File: src/rtl/approx_wide_add_sched_pkg.sv
// Shared types and constants for the chunked approximate wide-add scheduler.
package approx_wide_add_sched_pkg;

    typedef enum logic [1:0] {
        ST_IDLE = 2'd0,
        ST_RUN  = 2'd1,
        ST_DONE = 2'd2
    } state_e;

    localparam int CNT_W = 32;

    // Width of a chunk index for k chunks; never narrower than one bit.
    function automatic int idx_w(input int k);
        return (k <= 1) ? 1 : $clog2(k);
    endfunction

endpackage

File: src/rtl/approx_wide_add_sched_rca7.sv
// Approximate full-adder cell and the N-bit ripple-carry slice built from it.
// Cell: carry is the exact majority; sum is ~carry except when all three inputs are 1.
module approximate_adder7 (
    input  logic A,
    input  logic B,
    input  logic Cin,
    output logic Sum,
    output logic Cout
);

    always_comb begin
        Cout = (A & B) | (Cin & (A | B));
        Sum  = ~Cout | (A & B & Cin);
    end

endmodule

module ripple_carry_adder7 #(
    parameter int N = 8
) (
    input  logic [N-1:0] A,
    input  logic [N-1:0] B,
    input  logic         Cin,
    output logic [N-1:0] Sum,
    output logic         Cout
);

    logic [N:0] carry;

    assign carry[0] = Cin;
    assign Cout     = carry[N];

    for (genvar i = 0; i < N; i++) begin : g_bit
        approximate_adder7 u_cell (
            .A   (A[i]),
            .B   (B[i]),
            .Cin (carry[i]),
            .Sum (Sum[i]),
            .Cout(carry[i+1])
        );
    end

endmodule

File: src/rtl/approx_wide_add_sched.sv
// Two-requester scheduler sequencing W-bit approximate adds over one shared N-bit adder.
// Optional statistics counters are enabled with `define APPROX_WIDE_ADD_STATS_EN.
module approx_wide_add_sched
    import approx_wide_add_sched_pkg::*;
#(
    parameter int N = 8,
    parameter int K = 4
) (
    input  logic             clk,
    input  logic             rst_n,
    input  logic             req0_valid,
    output logic             req0_ready,
    input  logic [N*K-1:0]   req0_a,
    input  logic [N*K-1:0]   req0_b,
    input  logic             req0_cin,
    input  logic             req1_valid,
    output logic             req1_ready,
    input  logic [N*K-1:0]   req1_a,
    input  logic [N*K-1:0]   req1_b,
    input  logic             req1_cin,
    output logic             res_valid,
    input  logic             res_ready,
    output logic [N*K-1:0]   res_sum,
    output logic             res_cout,
    output logic             res_id,
    output logic             busy
`ifdef APPROX_WIDE_ADD_STATS_EN
    ,
    output logic [CNT_W-1:0] op_count,
    output logic [CNT_W-1:0] stall_count
`endif
);

    localparam int W  = N * K;
    localparam int IW = idx_w(K);
    localparam logic [IW-1:0] LAST = IW'(K - 1);

    state_e          state_q, state_d;
    logic            rr_last_q, rr_last_d;
    logic [W-1:0]    a_q, a_d;
    logic [W-1:0]    b_q, b_d;
    logic [W-1:0]    sum_q, sum_d;
    logic [IW-1:0]   idx_q, idx_d;
    logic            carry_q, carry_d;
    logic            id_q, id_d;

    logic            grant0, grant1;
    logic [31:0]     base;
    logic [N-1:0]    add_a, add_b, add_sum;
    logic            add_cout;

    always_comb begin
        grant1 = req1_valid & (~req0_valid | ~rr_last_q);
        grant0 = req0_valid & ~grant1;
    end

    always_comb begin
        base  = 32'(idx_q) * N;
        add_a = a_q[base +: N];
        add_b = b_q[base +: N];
    end

    // Carry register is seeded with the request's cin on accept, so chunk 0
    // needs no separate cin mux.
    ripple_carry_adder7 #(.N(N)) u_adder (
        .A   (add_a),
        .B   (add_b),
        .Cin (carry_q),
        .Sum (add_sum),
        .Cout(add_cout)
    );

    always_ff @(posedge clk or negedge rst_n) begin
        if (!rst_n) begin
            state_q   <= ST_IDLE;
            rr_last_q <= 1'b1;
            a_q       <= '0;
            b_q       <= '0;
            sum_q     <= '0;
            idx_q     <= '0;
            carry_q   <= 1'b0;
            id_q      <= 1'b0;
        end else begin
            state_q   <= state_d;
            rr_last_q <= rr_last_d;
            a_q       <= a_d;
            b_q       <= b_d;
            sum_q     <= sum_d;
            idx_q     <= idx_d;
            carry_q   <= carry_d;
            id_q      <= id_d;
        end
    end

    always_comb begin
        state_d   = state_q;
        rr_last_d = rr_last_q;
        a_d       = a_q;
        b_d       = b_q;
        sum_d     = sum_q;
        idx_d     = idx_q;
        carry_d   = carry_q;
        id_d      = id_q;
        case (state_q)
            ST_IDLE: begin
                if (grant0 | grant1) begin
                    id_d      = grant1;
                    rr_last_d = grant1;
                    a_d       = grant1 ? req1_a   : req0_a;
                    b_d       = grant1 ? req1_b   : req0_b;
                    carry_d   = grant1 ? req1_cin : req0_cin;
                    idx_d     = '0;
                    state_d   = ST_RUN;
                end
            end
            ST_RUN: begin
                sum_d[base +: N] = add_sum;
                carry_d          = add_cout;
                idx_d            = idx_q + 1'b1;
                if (idx_q == LAST) begin
                    state_d = ST_DONE;
                end
            end
            ST_DONE: begin
                if (res_ready) begin
                    state_d = ST_IDLE;
                end
            end
            default: state_d = ST_IDLE;
        endcase
    end

    always_comb begin
        req0_ready = 1'b0;
        req1_ready = 1'b0;
        if (rst_n && (state_q == ST_IDLE)) begin
            req0_ready = grant0;
            req1_ready = grant1;
        end
        res_valid = (state_q == ST_DONE);
        busy      = (state_q != ST_IDLE);
        res_sum   = sum_q;
        res_cout  = carry_q;
        res_id    = id_q;
    end

`ifdef APPROX_WIDE_ADD_STATS_EN
    logic [CNT_W-1:0] op_cnt_q, op_cnt_d;
    logic [CNT_W-1:0] stall_cnt_q, stall_cnt_d;

    always_comb begin
        op_cnt_d    = op_cnt_q;
        stall_cnt_d = stall_cnt_q;
        if (state_q == ST_DONE) begin
            if (res_ready) begin
                op_cnt_d = op_cnt_q + 1'b1;
            end else if (stall_cnt_q != '1) begin
                stall_cnt_d = stall_cnt_q + 1'b1;
            end
        end
    end

    always_ff @(posedge clk or negedge rst_n) begin
        if (!rst_n) begin
            op_cnt_q    <= '0;
            stall_cnt_q <= '0;
        end else begin
            op_cnt_q    <= op_cnt_d;
            stall_cnt_q <= stall_cnt_d;
        end
    end

    assign op_count    = op_cnt_q;
    assign stall_count = stall_cnt_q;
`endif

endmodule

File: config.mk
export PLATFORM = sky130hd
export DESIGN_NAME = approx_wide_add_sched
export DESIGN_NICKNAME = d
export VERILOG_FILES = /design/src/rtl/approx_wide_add_sched_pkg.sv /design/src/rtl/approx_wide_add_sched_rca7.sv /design/src/rtl/approx_wide_add_sched.sv
export SDC_FILE = /design/constraint.sdc
export NUM_CORES = 1
export LEC_CHECK = 0
export BUFFER_PORTS_ARGS = -buffer_cell sky130_fd_sc_hd__buf_4
export CAP_MARGIN = 15
export CORE_MARGIN = 3
export CORE_UTILIZATION = 55
export CTS_BUF_LIST = sky130_fd_sc_hd__clkbuf_8 sky130_fd_sc_hd__clkbuf_16
export CTS_CLUSTER_DIAMETER = 150
export DETAILED_ROUTE_END_ITERATION = 10
export MAX_ROUTING_LAYER = met4
export PLACE_DENSITY_LB_ADDON = 0.05
export SETUP_SLACK_MARGIN = 0.15
export SKIP_LAST_GASP = 1
export SLEW_MARGIN = 5
export SYNTH_ARGS = -nofsm -noshare
export SYNTH_HDL_FRONTEND = slang
export SYNTH_SLANG_ARGS = --single-unit
export TNS_END_PERCENT = 30
File: constraint.sdc
create_clock -name clk -period 5.3 [get_ports clk]
set_clock_uncertainty 0.15 [all_clocks]
set_input_delay 0.265 -clock clk [delete_from_list [all_inputs] [get_ports clk]]
set_output_delay 0.265 -clock clk [all_outputs]
set_load 0.03 [all_outputs]
==> Flow_metrics.wiki, run 1 <==
{| class="wikitable"
! Metric !! Value
|-
| Drt via density || 5.37
|-
| Synthesized area divided by synthesized cell count || ~10 um^2
|-
| H-tree depth || 3
|-
| EDFF count, synth || 0
|-
| Final setup violating endpoints || 0
|-
| Maximum buffer depth of the clock tree || 2
|-
| Required time of the worst setup path || 5.43 ns
|-
| Total global-route track usage || 24.9%
|-
| Die Span Y || 104 um
|-
| Clock tree from TritonCTS || done
|-
| Slowest library cell on the worst path || dfrtp_1
|-
| Layout Area Growth over Synthesis || 30.4%
|-
| Number of inserted diodes || 0
|-
| Max capacitance violation total || 0
|-
| Reg2Reg Capture Point || res_sum[7]
|-
| Gate count of the mapped netlist || 508
|-
| Instance count along the most critical hold path || 3
|-
| Total standard cell area after synthesis || 5250 um^2
|-
| Core Footprint || a little over 9000 um^2
|-
| Maximum single-stage delay on the critical path || 0.64 ns
|-
| Hold Violations, Final || 0
|-
| Launch instance of the worst register-to-register path || idx_q[0]
|-
| Largest area contributor in the synthesized netlist || dfrtp_1
|-
| Crit end category || flip-flop
|-
| DPL Wire Length || 9820 um
|-
| Net count after synthesis || 647
|-
| Num CTS Buffers || 9
|-
| Detailed-router iteration count before antenna repair || 4
|-
| FILL cells || between 600 and 700
|-
| Shortest clock period the worst path allows after layout || 3.24 ns
|-
| Count of synthesis-stage warnings from yosys || 0
|-
| Netlist cell types || between 50 and 60
|-
| PD cells || 609 nW/um^2
|-
| Leakage power total || 3.31 nW
|-
| Share of synthesized registers carrying an async set or reset || 100%
|-
| Number of antenna violations at the first check in global routing || 0
|-
| First-pass GRT wire length || around 21,000 um
|-
| Total Neg Setup Slack || 0 ns
|-
| Count of buffers inserted at the top-level ports || 172
|-
| Initial standard-cell utilization of the core || 56.8%
|-
| Crit-path max FO || 13
|-
| Arrival time reported for the critical path endpoint || 3.37 ns
|-
| R2R depth || 8
|-
| Largest net degree at the start of global routing || 132
|-
| Worst hold start || req0_b[26]
|-
| Clock transition at path regs || 0.10 ns
|-
| Cell family contributing the most delay on the critical path || compound AO/OA/AOI/OAI gates
|-
| Fraction of final layout cells sized beyond drive strength 1 || 33.6%
|-
| Final Net Count || 806
|-
| Period Utilization, post-route || 61.1%
|-
| Worst Hold Endpoint || b_q[26]
|-
| Via count of the first global-routing pass || 4,287
|-
| Die Footprint || 10,800 um^2
|-
| Register bit count reported by yosys || 103
|-
| Global route total overflow || 0
|-
| Top cells by instance count after synthesis || nand2_1 (106), dfrtp_1 (102), o21ai_0 (99)
|-
| Setup repair after global routing missed its margin || false
|-
| Final weighted congestion in routability-driven placement || 0.919
|-
| Top_reg_cell synth || dfrtp_1
|-
| Pre-CTS WS || 2.03 ns
|-
| Result of the run || complete, no violations
|-
| PnR Total Power || approximately 4.2 mW
|-
| Horizontal die dimension || 104 um
|-
| Actual slew at the worst max-slew pin || roughly 1.1 ns
|-
| Clock Sink Count || 103
|-
| Minimum setup slack among reg-to-reg paths || 2.06 ns
|-
| Count leader, synth || nand2_1
|-
| Biggest area contributors in the synthesized netlist || dfrtp_1 (49%), mux2i_1 (14%), o21ai_0 (9.4%)
|-
| Via count || 4,299
|-
| Post-CTS Setup Inserts || 0
|-
| Resized cells post-CTS || 0
|-
| Worst path cell trace || buf_4, mux4_2, or2_1, maj3_2, a21bo_1, a21oi_2, a32oi_2, o41ai_2
|-
| Clock Latency Late Sink || between 0.3 and 0.4 ns
|-
| Drt total wl || roughly 13,000 um
|-
| Type of origin of the critical path || flip-flop
|-
| Max Transition Viols Final || 0
|-
| Routed length per instance || 16.0 um
|-
| I/O pin count || roughly 170
|-
| Worst hold slack across all endpoints || 0.0246 ns
|-
| Minimum setup slack in the final design || 2.06 ns
|-
| Maximum resistive drop on vdd || 0.346 mV
|-
| Headroom to the max-slew limit || 29.4%
|-
| Detailed Route Iter0 Violations || 222
|-
| Classification of the worst setup path || reg -> reg
|-
| Clock tree root driver cell || clkbuf_8
|-
| Peak clock frequency supported by timing || 309 MHz
|-
| Number of placement rows || 35
|-
| Post-layout util || between 70% and 80%
|-
| Area fraction of the dominant cell type after synthesis || 48.6%
|-
| Buf+Inv Stages, Crit Path || 1
|-
| Path class of the lowest-slack min-delay path || in -> reg
|-
| Routed Antenna Nets || 0
|-
| Sequential-to-total area share from yosys stat || 49.1%
|-
| Number of remaining DRC errors || 0
|}
[registers in the layout (all words and copies together), names as in the netlist]
signal     flops
a_q           32
b_q           32
res_sum       32
idx_q          2
state_q        2
res_cout       1
res_id         1
rr_last_q      1
[metal layers]
metal	global-route usage (%)	vias to the layer above	wire, um
met5	-	-	0
met1	31.3	2016	5270
met2	41.8	155	6620
li1	-	2111	-
met3	3.99	17	790
met4	8.07	0	182
[cells by family (layout without fill, tap and decap cells)]
| family | count (synthesis) | count (layout) | share of synthesized area (%) |
|---|---|---|---|
| multiplexers | 87 | 87 | 19.8 |
| flip-flops | 103 | 103 | 49.1 |
| XOR/XNOR | 5 | 5 | 0.834 |
| AND/OR/NAND/NOR | 139 | 139 | 11.4 |
| AO/OA/AOI/OAI | 129 | 129 | 14.0 |
| buffers and inverters | 37 | 201 | 3.10 |
| adder cells (fa/ha/maj) | 8 | 8 | 1.79 |
[through the flow]
step           area [um^2]  cells
3_3_place_gp          6620    782
6_report              6850    801
2_1_floorplan         5250    508
3_5_place_dp          6620    782
4_1_cts               6850    801
5_1_grt               6850    801
[layout by cell type, fill, tap and decap left out, types with 3 or more instances in the layout]
cell           instances
buf_4                176
nand2_1              106
dfrtp_1              102
o21ai_0               98
mux2i_1               71
mux4_2                13
nor2_1                10
clkbuf_8               9
o21ai_1                6
inv_1                  5
a21oi_1                5
xnor2_1                5
ha_1                   4
or4_1                  3
maj3_2                 3
mux2_2                 3
nand3_1                3
dlygate4sd3_1          3
[power by group]
part	switching [mW]	total [mW]	internal [mW]
combinational	1.31	2.23	0.927
clock	0.284	0.508	0.224
sequential	0.281	1.43	1.15
total	1.87	4.17	2.30
[what timing repair did]
action	CTS	global route
endpoints found under the hold margin	51	0
endpoints found under the setup margin	0	0
hold buffers	3	0
[layout make-up]
class,count,area (um^2),area share [%]
inverters,6,22.5,0.329
well taps,129,161,2.36
flip-flops and latches,103,2580,37.7
clock inverters,7,78.8,1.15
multi-input cells,368,2530,37.0
clock buffers,9,124,1.81
repair buffers,179,1350,19.7
[worst max-delay path by stage]
stage	slack, ns	start	depth (start not counted)	to
after floorplan	2.62	idx_q[0]	8	res_sum[15]
after global placement	2.14	idx_q[0]	8	res_sum[7]
after detailed placement	2.03	idx_q[0]	8	res_sum[7]
after CTS	2.01	idx_q[0]	8	res_sum[7]
after global routing	1.77	idx_q[0]	8	res_sum[5]
final	2.06	idx_q[0]	8	res_sum[7]
[worst min-delay path, delay by kind of cell]
| family | cells | cell delay [ns] |
|---|---|---|
| compound gates | 1 | 0.12 |
| buf+inv | 1 | 0.08 |
| mux | 1 | 0.05 |
Power figures use the tool's default switching activity.
==> inputs of run 2 (changes only) <==
--- a/config.mk
+++ b/config.mk
@@ -8,7 +8,7 @@
 export BUFFER_PORTS_ARGS = -buffer_cell sky130_fd_sc_hd__buf_4
 export CAP_MARGIN = 15
 export CORE_MARGIN = 3
-export CORE_UTILIZATION = 55
+export CORE_UTILIZATION = 51
 export CTS_BUF_LIST = sky130_fd_sc_hd__clkbuf_8 sky130_fd_sc_hd__clkbuf_16
 export CTS_CLUSTER_DIAMETER = 150
 export DETAILED_ROUTE_END_ITERATION = 10
==> constraint.sdc (replaced) <==
create_clock -name clk -period 3.1 [get_ports clk]
set_clock_uncertainty 0.15 [all_clocks]
set_input_delay 0.155 -clock clk [delete_from_list [all_inputs] [get_ports clk]]
set_output_delay 0.155 -clock clk [all_outputs]
set_load 0.03 [all_outputs]
==> run 2 against run 1 <==
The flow now finishes with violations (hold timing). Cell count is 16% higher. Global-route usage is 4.9 points higher. Non-clock buffer count is 127 higher. Worst setup slack worse by 1.8 ns. Count of clock-buffer cells in the layout is 2 higher. Combinational power is 91% higher. Via count is 18% higher. Sequential share of layout area is 6.1 points lower. Critical endpoint unchanged. Cell area is 19% higher. Maximum frequency is 13% higher.
==> Flow_metrics.wiki, run 2 (synthesis results as in run 1) <==
{| class="wikitable"
! Metric !! Value
|-
| Horizontal die dimension || 107 um (was 104 um)
|-
| Detailed Route Iter0 Violations || 263 (was 222)
|-
| Worst hold slack across all endpoints || -0.00221 ns (was 0.0246 ns)
|-
| Clock Sink Count || 103 (unchanged)
|-
| Arrival time reported for the critical path endpoint || 2.98 ns (was 3.37 ns)
|-
| Actual slew at the worst max-slew pin || 0.670 ns (was 1.06 ns)
|-
| Largest net degree at the start of global routing || 132 (unchanged)
|-
| Clock tree from TritonCTS || done (unchanged)
|-
| DP Area || 6660 um^2 (was 6620 um^2)
|-
| H-tree depth || 3 (unchanged)
|-
| Minimum setup slack among reg-to-reg paths || 0.24 ns (was 2.06 ns)
|-
| Minimum setup slack in the final design || 0.238 ns (was 2.06 ns)
|-
| Final setup violating endpoints || 0 (unchanged)
|-
| Leakage power total || 3.86 nW (was 3.31 nW)
|-
| Most common library cell in the layout ignoring fill and taps || buf_4 (unchanged)
|-
| DPL Wire Length || 9650 um (was 9820 um)
|-
| Number of inserted diodes || 0 (unchanged)
|-
| Clock tree root driver cell || clkbuf_8 (unchanged)
|-
| Max Transition Viols Final || 0 (unchanged)
|-
| Crit-path max FO || 9 (was 13)
|-
| Classification of the worst setup path || reg -> reg (unchanged)
|-
| Launch instance of the worst register-to-register path || idx_q[0] (unchanged)
|-
| Final weighted congestion in routability-driven placement || 0.878 (was 0.919)
|-
| Routed Antenna Nets || 0 (unchanged)
|-
| Die Footprint || 11,500 um^2 (was 10,800 um^2)
|-
| First-pass GRT wire length || 26,100 um (was 21,100 um)
|-
| Layout Area Growth over Synthesis || 55.5% (was 30.4%)
|-
| R2R depth || 8 (unchanged)
|-
| Die Span Y || 107 um (was 104 um)
|-
| Max capacitance violation total || 0 (unchanged)
|-
| Type of origin of the critical path || flip-flop (unchanged)
|-
| Via count of the first global-routing pass || 5,235 (was 4,287)
|-
| Setup repair after global routing missed its margin || false (unchanged)
|-
| Number of antenna violations at the first check in global routing || 0 (unchanged)
|-
| Worst setup startpoint || idx_q[0] (unchanged)
|-
| Non-Filler Cell Area, Final || 8160 um^2 (was 6850 um^2)
|-
| Total global-route track usage || 29.9% (was 24.9%)
|-
| I/O pin count || 173 (unchanged)
|-
| PnR Total Power || 7.55 mW (was 4.17 mW)
|-
| Fraction of final layout cells sized beyond drive strength 1 || 28.5% (was 33.6%)
|-
| Post-CTS Setup Inserts || 0 (unchanged)
|-
| Clock Latency Late Sink || 0.37 ns (about the same)
|-
| Headroom to the max-slew limit || 55.3% (was 29.4%)
|-
| Detailed-router iteration count before antenna repair || 5 (was 4)
|-
| Failing checks || hold timing
|-
| Reg2Reg Capture Point || res_sum[7] (unchanged)
|-
| Maximum buffer depth of the clock tree || 2 (unchanged)
|-
| Hold Violations, Final || 1 (was 0)
|-
| Drt via density || 5.43 (was 5.37)
|-
| Number of placement rows || 36 (was 35)
|-
| Highest-count cells in the layout ignoring fill and taps || buf_4 (174), dlygate4sd3_1 (128), nand2_1 (106) (was buf_4 (176), nand2_1 (106), dfrtp_1 (102))
|-
| Number of remaining DRC errors || 0 (unchanged)
|-
| Core Footprint || 9910 um^2 (was 9240 um^2)
|-
| Initial standard-cell utilization of the core || 53.0% (was 56.8%)
|-
| Via count || 5,057 (was 4,299)
|-
| Peak clock frequency supported by timing || 349 MHz (was 309 MHz)
|-
| Maximum resistive drop on vdd || 0.572 mV (was 0.346 mV)
|-
| Num CTS Buffers || 9 (unchanged)
|-
| Final Net Count || 933 (was 806)
|-
| Count of buffers inserted at the top-level ports || 172 (unchanged)
|-
| PD cells || 925 nW/um^2 (was 609 nW/um^2)
|-
| Required time of the worst setup path || 3.22 ns (was 5.43 ns)
|-
| Path class of the lowest-slack min-delay path || in -> reg (unchanged)
|-
| Pre-CTS WS || 0.259 ns (was 2.03 ns)
|-
| Routed length per instance || 17.1 um (was 16.0 um)
|-
| Crit end category || flip-flop (unchanged)
|-
| Result of the run || complete, but fails checks (was complete, no violations)
|-
| Total Neg Setup Slack || 0 ns (unchanged)
|-
| Period Utilization, post-route || 92.3% (was 61.1%)
|-
| Clock transition at path regs || 0.10 ns (about the same)
|-
| Shortest clock period the worst path allows after layout || 2.86 ns (was 3.24 ns)
|-
| Global route total overflow || 0 (unchanged)
|-
| Timing endpoint of the critical path || res_sum[7] (unchanged)
|-
| Drt total wl || 16,000 um (was 12,900 um)
|}
[run 2: cell types whose count changed in the layout (fill, tap and decap cells not counted), sizes merged]
cell | before | now
clkinv | 1 | 0
dlygate4sd3 | 3 | 128
clkbuf | 9 | 11
inv | 9 | 8
buf | 176 | 178
[run 2: repair_timing]
item / in CTS / in global routing
setup endpoints to repair: 0 / 1
resized for setup: 0 / 2
hold endpoints to repair: 113 / 0
hold buffers: 128 / 0
[run 2: power breakdown]
| group | switching [mW] | leakage (nW) | total [mW] | internal [mW] |
|---|---|---|---|---|
| clock network | 0.475 | 0.103 | 0.898 | 0.423 |
| logic | 2.43 | 2.45 | 4.25 | 1.82 |
| registers | 0.442 | 1.31 | 2.40 | 1.96 |
[run 2: worst min-delay path by stage]
stage | startpoint | to | slack [ns] | depth (start not counted)
finish | req0_b[7] | b_q[7] | -0.002 | 3
floorplan | rst_n | a_q[0] | -0.29 | 0
CTS | req0_b[7] | b_q[7] | 0.0005 | 3
global placement | rst_n | res_id | 0.07 | 1
detailed placement | rst_n | res_id | 0.08 | 1
global route | req0_b[7] | b_q[7] | 0.03 | 3
[run 2: metal layers]
layer	wire length [um]	vias up	global-route usage [%]
li1	-	2373	-
met3	819	43	4.62
met4	539	0	12.0
met2	8240	176	49.9
met1	6360	2465	36.7
met5	0	-	-
[run 2: critical path: stages (launching register included)]
cell and delay [ns]:
dfrtp_1 0.40, buf_6 0.18, mux4_2 0.58, or2_1 0.29, maj3_2 0.35, a21bo_1 0.22, a21oi_2 0.14, a32oi_2 0.16
o41ai_2 0.29
[run 2: area by class of cell]
| class | count | area (um^2) |
|---|---|---|
| repair buffers | 306 | 2650 |
| fillers | 574 | 1750 |
| flip-flops and latches | 103 | 2580 |
| clock buffers | 11 | 151 |
| multi-input cells | 368 | 2530 |
| well taps | 133 | 166 |
| inverters | 6 | 22.5 |
| clock inverters | 5 | 62.6 |
[run 2: stage by stage]
stage | utilization (%) | cells
6_report | 82.4 | 932
5_1_grt | 82.4 | 932
3_3_place_gp | 67.2 | 788
4_1_cts | 82.3 | 932
3_5_place_dp | 67.2 | 788
2_1_floorplan | - | 508
==> inputs of run 3 (changes only) <==
==> constraint.sdc (replaced) <==
create_clock -name clk -period 3.1 [get_ports clk]
set_clock_uncertainty 0.15 [all_clocks]
set_input_delay 0.155 -clock clk [delete_from_list [all_inputs] [get_ports clk]]
set_output_delay 0.155 -clock clk [all_outputs]
set_load 0.1 [all_outputs]
==> run 3 against run 2 <==
Worst setup slack got worse by 0.0083 ns. Largest cell class unchanged. The run now ends clean. Count of clock-buffer cells in the layout shrank 1. Via count is 2.6% higher. Flip-flop and latch count did not move. Wire length is 3.5% higher. Critical path depth is 1 lower. Total power increased by 12%. Cell area is 0.43% higher. Non-clock buffer count is 6 higher. Combinational power grew 23%. Sequential share of layout area is 0.13 points lower. Critical path type is now in -> reg. Global-route usage increased by 0.41 points.
==> Flow_metrics.wiki, run 3 (synthesis results as in run 1) <==
{| class="wikitable"
! Metric !! Value
|-
| Result of the run || complete, no violations (was complete, but fails checks)
|-
| Worst setup startpoint || req0_valid (was idx_q[0])
|-
| H-tree depth || 3 (unchanged)
|-
| Routed Antenna Nets || 0 (unchanged)
|-
| Detailed-router iteration count before antenna repair || 7 (was 5)
|-
| Final Net Count || 939 (was 933)
|-
| Clock transition at path regs || 0.11 ns (was 0.10 ns)
|-
| Via count of the first global-routing pass || 5,343 (was 5,235)
|-
| Number of antenna violations at the first check in global routing || 0 (unchanged)
|-
| Shortest clock period the worst path allows after layout || 2.87 ns (was 2.86 ns)
|-
| Max Transition Viols Final || 0 (unchanged)
|-
| Worst path cell trace || dlygate4sd3_1, buf_4, a21boi_4, buf_12, mux2i_1, dlygate4sd3_1, o21ai_0 (was buf_6, mux4_2, or2_1, maj3_2, a21bo_1, a21oi_2, a32oi_2, o41ai_2)
|-
| Number of remaining DRC errors || 0 (unchanged)
|-
| Clock Latency Late Sink || 0.37 ns (about the same)
|-
| Peak clock frequency supported by timing || 348 MHz (was 349 MHz)
|-
| Slowest library cell on the worst path || dlygate4sd3_1 (was mux4_2)
|-
| Initial standard-cell utilization of the core || 53.0% (unchanged)
|-
| Number of cells after detailed placement || 790 (was 788)
|-
| Clock Sink Count || 103 (unchanged)
|-
| Drt via density || 5.53 (was 5.43)
|-
| Horizontal die dimension || 107 um (unchanged)
|-
| Clock tree from TritonCTS || done (unchanged)
|-
| Layout Area Growth over Synthesis || 56.1% (was 55.5%)
|-
| Required time of the worst setup path || 3.16 ns (was 3.22 ns)
|-
| Num CTS Buffers || 9 (unchanged)
|-
| First-pass GRT wire length || 26,400 um (was 26,100 um)
|-
| Crit end category || flip-flop (unchanged)
|-
| Maximum resistive drop on vdd || 0.755 mV (was 0.572 mV)
|-
| DPL Wire Length || 9630 um (was 9650 um)
|-
| Type of origin of the critical path || input port (was flip-flop)
|-
| Highest-count cells in the layout ignoring fill and taps || buf_4 (177), dlygate4sd3_1 (132), nand2_1 (106) (was buf_4 (174), dlygate4sd3_1 (128), nand2_1 (106))
|-
| Headroom to the max-slew limit || 27.9% (was 55.3%)
|-
| Clock tree root driver cell || clkbuf_8 (unchanged)
|-
| Most repeated library cell on the critical path || dlygate4sd3_1
|-
| PD cells || 1030 nW/um^2 (was 925 nW/um^2)
|-
| Final setup violating endpoints || 0 (unchanged)
|-
| Maximum buffer depth of the clock tree || 2 (unchanged)
|-
| Detailed Route Iter0 Violations || 242 (was 263)
|-
| Total global-route track usage || 30.3% (was 29.9%)
|-
| Minimum setup slack among reg-to-reg paths || 0.30 ns (was 0.24 ns)
|-
| Path class of the lowest-slack min-delay path || in -> reg (unchanged)
|-
| Most common library cell in the layout ignoring fill and taps || buf_4 (unchanged)
|-
| Drt total wl || 16,500 um (was 16,000 um)
|-
| Post-route non-filler standard cell count || 938 (was 932)
|-
| Timing endpoint of the critical path || b_q[14] (was res_sum[7])
|-
| Max capacitance violation total || 0 (unchanged)
|-
| Classification of the worst setup path || in -> reg (was reg -> reg)
|-
| Arrival time reported for the critical path endpoint || 2.93 ns (was 2.98 ns)
|-
| Hold Violations, Final || 0 (was 1)
|-
| Routed length per instance || 17.6 um (was 17.1 um)
|-
| R2R depth || 8 (unchanged)
|-
| Launch instance of the worst register-to-register path || idx_q[0] (unchanged)
|-
| Die Span Y || 107 um (unchanged)
|-
| Core Footprint || 9910 um^2 (unchanged)
|-
| Number of placement rows || 36 (unchanged)
|-
| Largest net degree at the start of global routing || 132 (unchanged)
|-
| Crit-path max FO || 46 (was 9)
|-
| Final weighted congestion in routability-driven placement || 0.856 (was 0.878)
|-
| Number of inserted diodes || 0 (unchanged)
|-
| PnR Total Power || 8.44 mW (was 7.55 mW)
|-
| Die Footprint || 11,500 um^2 (unchanged)
|-
| Period Utilization, post-route || 92.6% (was 92.3%)
|-
| Actual slew at the worst max-slew pin || 1.08 ns (was 0.670 ns)
|-
| Fraction of final layout cells sized beyond drive strength 1 || 28.7% (was 28.5%)
|-
| Count of buffers inserted at the top-level ports || 172 (unchanged)
|-
| Total Neg Setup Slack || 0 ns (unchanged)
|-
| Maximum single-stage delay on the critical path || 0.61 ns (was 0.58 ns)
|-
| Global route total overflow || 0 (unchanged)
|-
| Leakage power total || 3.88 nW (was 3.86 nW)
|-
| I/O pin count || 173 (unchanged)
|-
| Reg2Reg Capture Point || res_sum[7] (unchanged)
|-
| Via count || 5,187 (was 5,057)
|-
| Setup repair after global routing missed its margin || false (unchanged)
|}
==> run 3: changes by cell type in the layout (fill, tap and decap cells not counted), sizes merged <==
cell / change
clkinv: +5
dlygate4sd3: +4
buf: +2
clkinvlp: -2
bufinv: -1
clkbuf: -1
inv: -1
==> run 3: area by class of cell <==
class,instances,area [um^2]
repair buffers,312,2700
flip-flops and latches,103,2580
multi-input cells,368,2540
fillers,578,1710
well taps,133,166
clock buffers,10,138
clock inverters,6,55.1
inverters,6,22.5
==> run 3: metal layers <==
layer,vias to the layer above,routed length [um],track usage (%)
met5,-,0,-
met4,0,548,11.8
met3,51,1070,6.12
met2,221,8740,51.9
met1,2532,6160,35.2
li1,2383,-,-
==> run 3: worst max-delay path, delay by kind of cell <==
kind / cells / cell delay (ns)
mux: 1 / 0.36
compound gates: 2 / 0.67
buf+inv: 4 / 1.67
==> run 3: metrics by stage <==
stage	hold WS [ns]	setup slack (ns)	utilization (%)	area, um^2
after detailed placement	-0.0892	0.274	67.4	6680
final	0.0407	0.229	82.7	8200
after global routing	0.0606	0.159	82.7	8200
after CTS	0.0250	0.252	82.7	8200
after global placement	-0.0923	0.349	67.4	6680
after floorplan	-0.291	0.218	-	5260
==> run 3: repair_timing <==
| action | in CTS | in global routing |
|---|---|---|
| hold buffers | 132 | 0 |
| setup endpoints to repair | 0 | 1 |
| buffers inserted | 0 | 0 |
| resized for setup | 0 | 1 |
| endpoints found under the hold margin | 87 | 0 |
==> run 3: where the power goes <==
part | leakage [nW] | switching (mW) | internal [mW]
Combinational | 2.48 | 3.41 | 1.84
Clock | 0.0985 | 0.496 | 0.327
Sequential | 1.31 | 0.414 | 1.96
==> run 3: worst min-delay path by stage <==
stage,start,to,cells past startpoint
3_5_place_dp,rst_n,a_q[20],1
4_1_cts,req0_cin,res_cout,5
6_report,req0_cin,res_cout,5
3_3_place_gp,rst_n,a_q[20],1
2_1_floorplan,rst_n,a_q[0],0
5_1_grt,rst_n,a_q[9],2
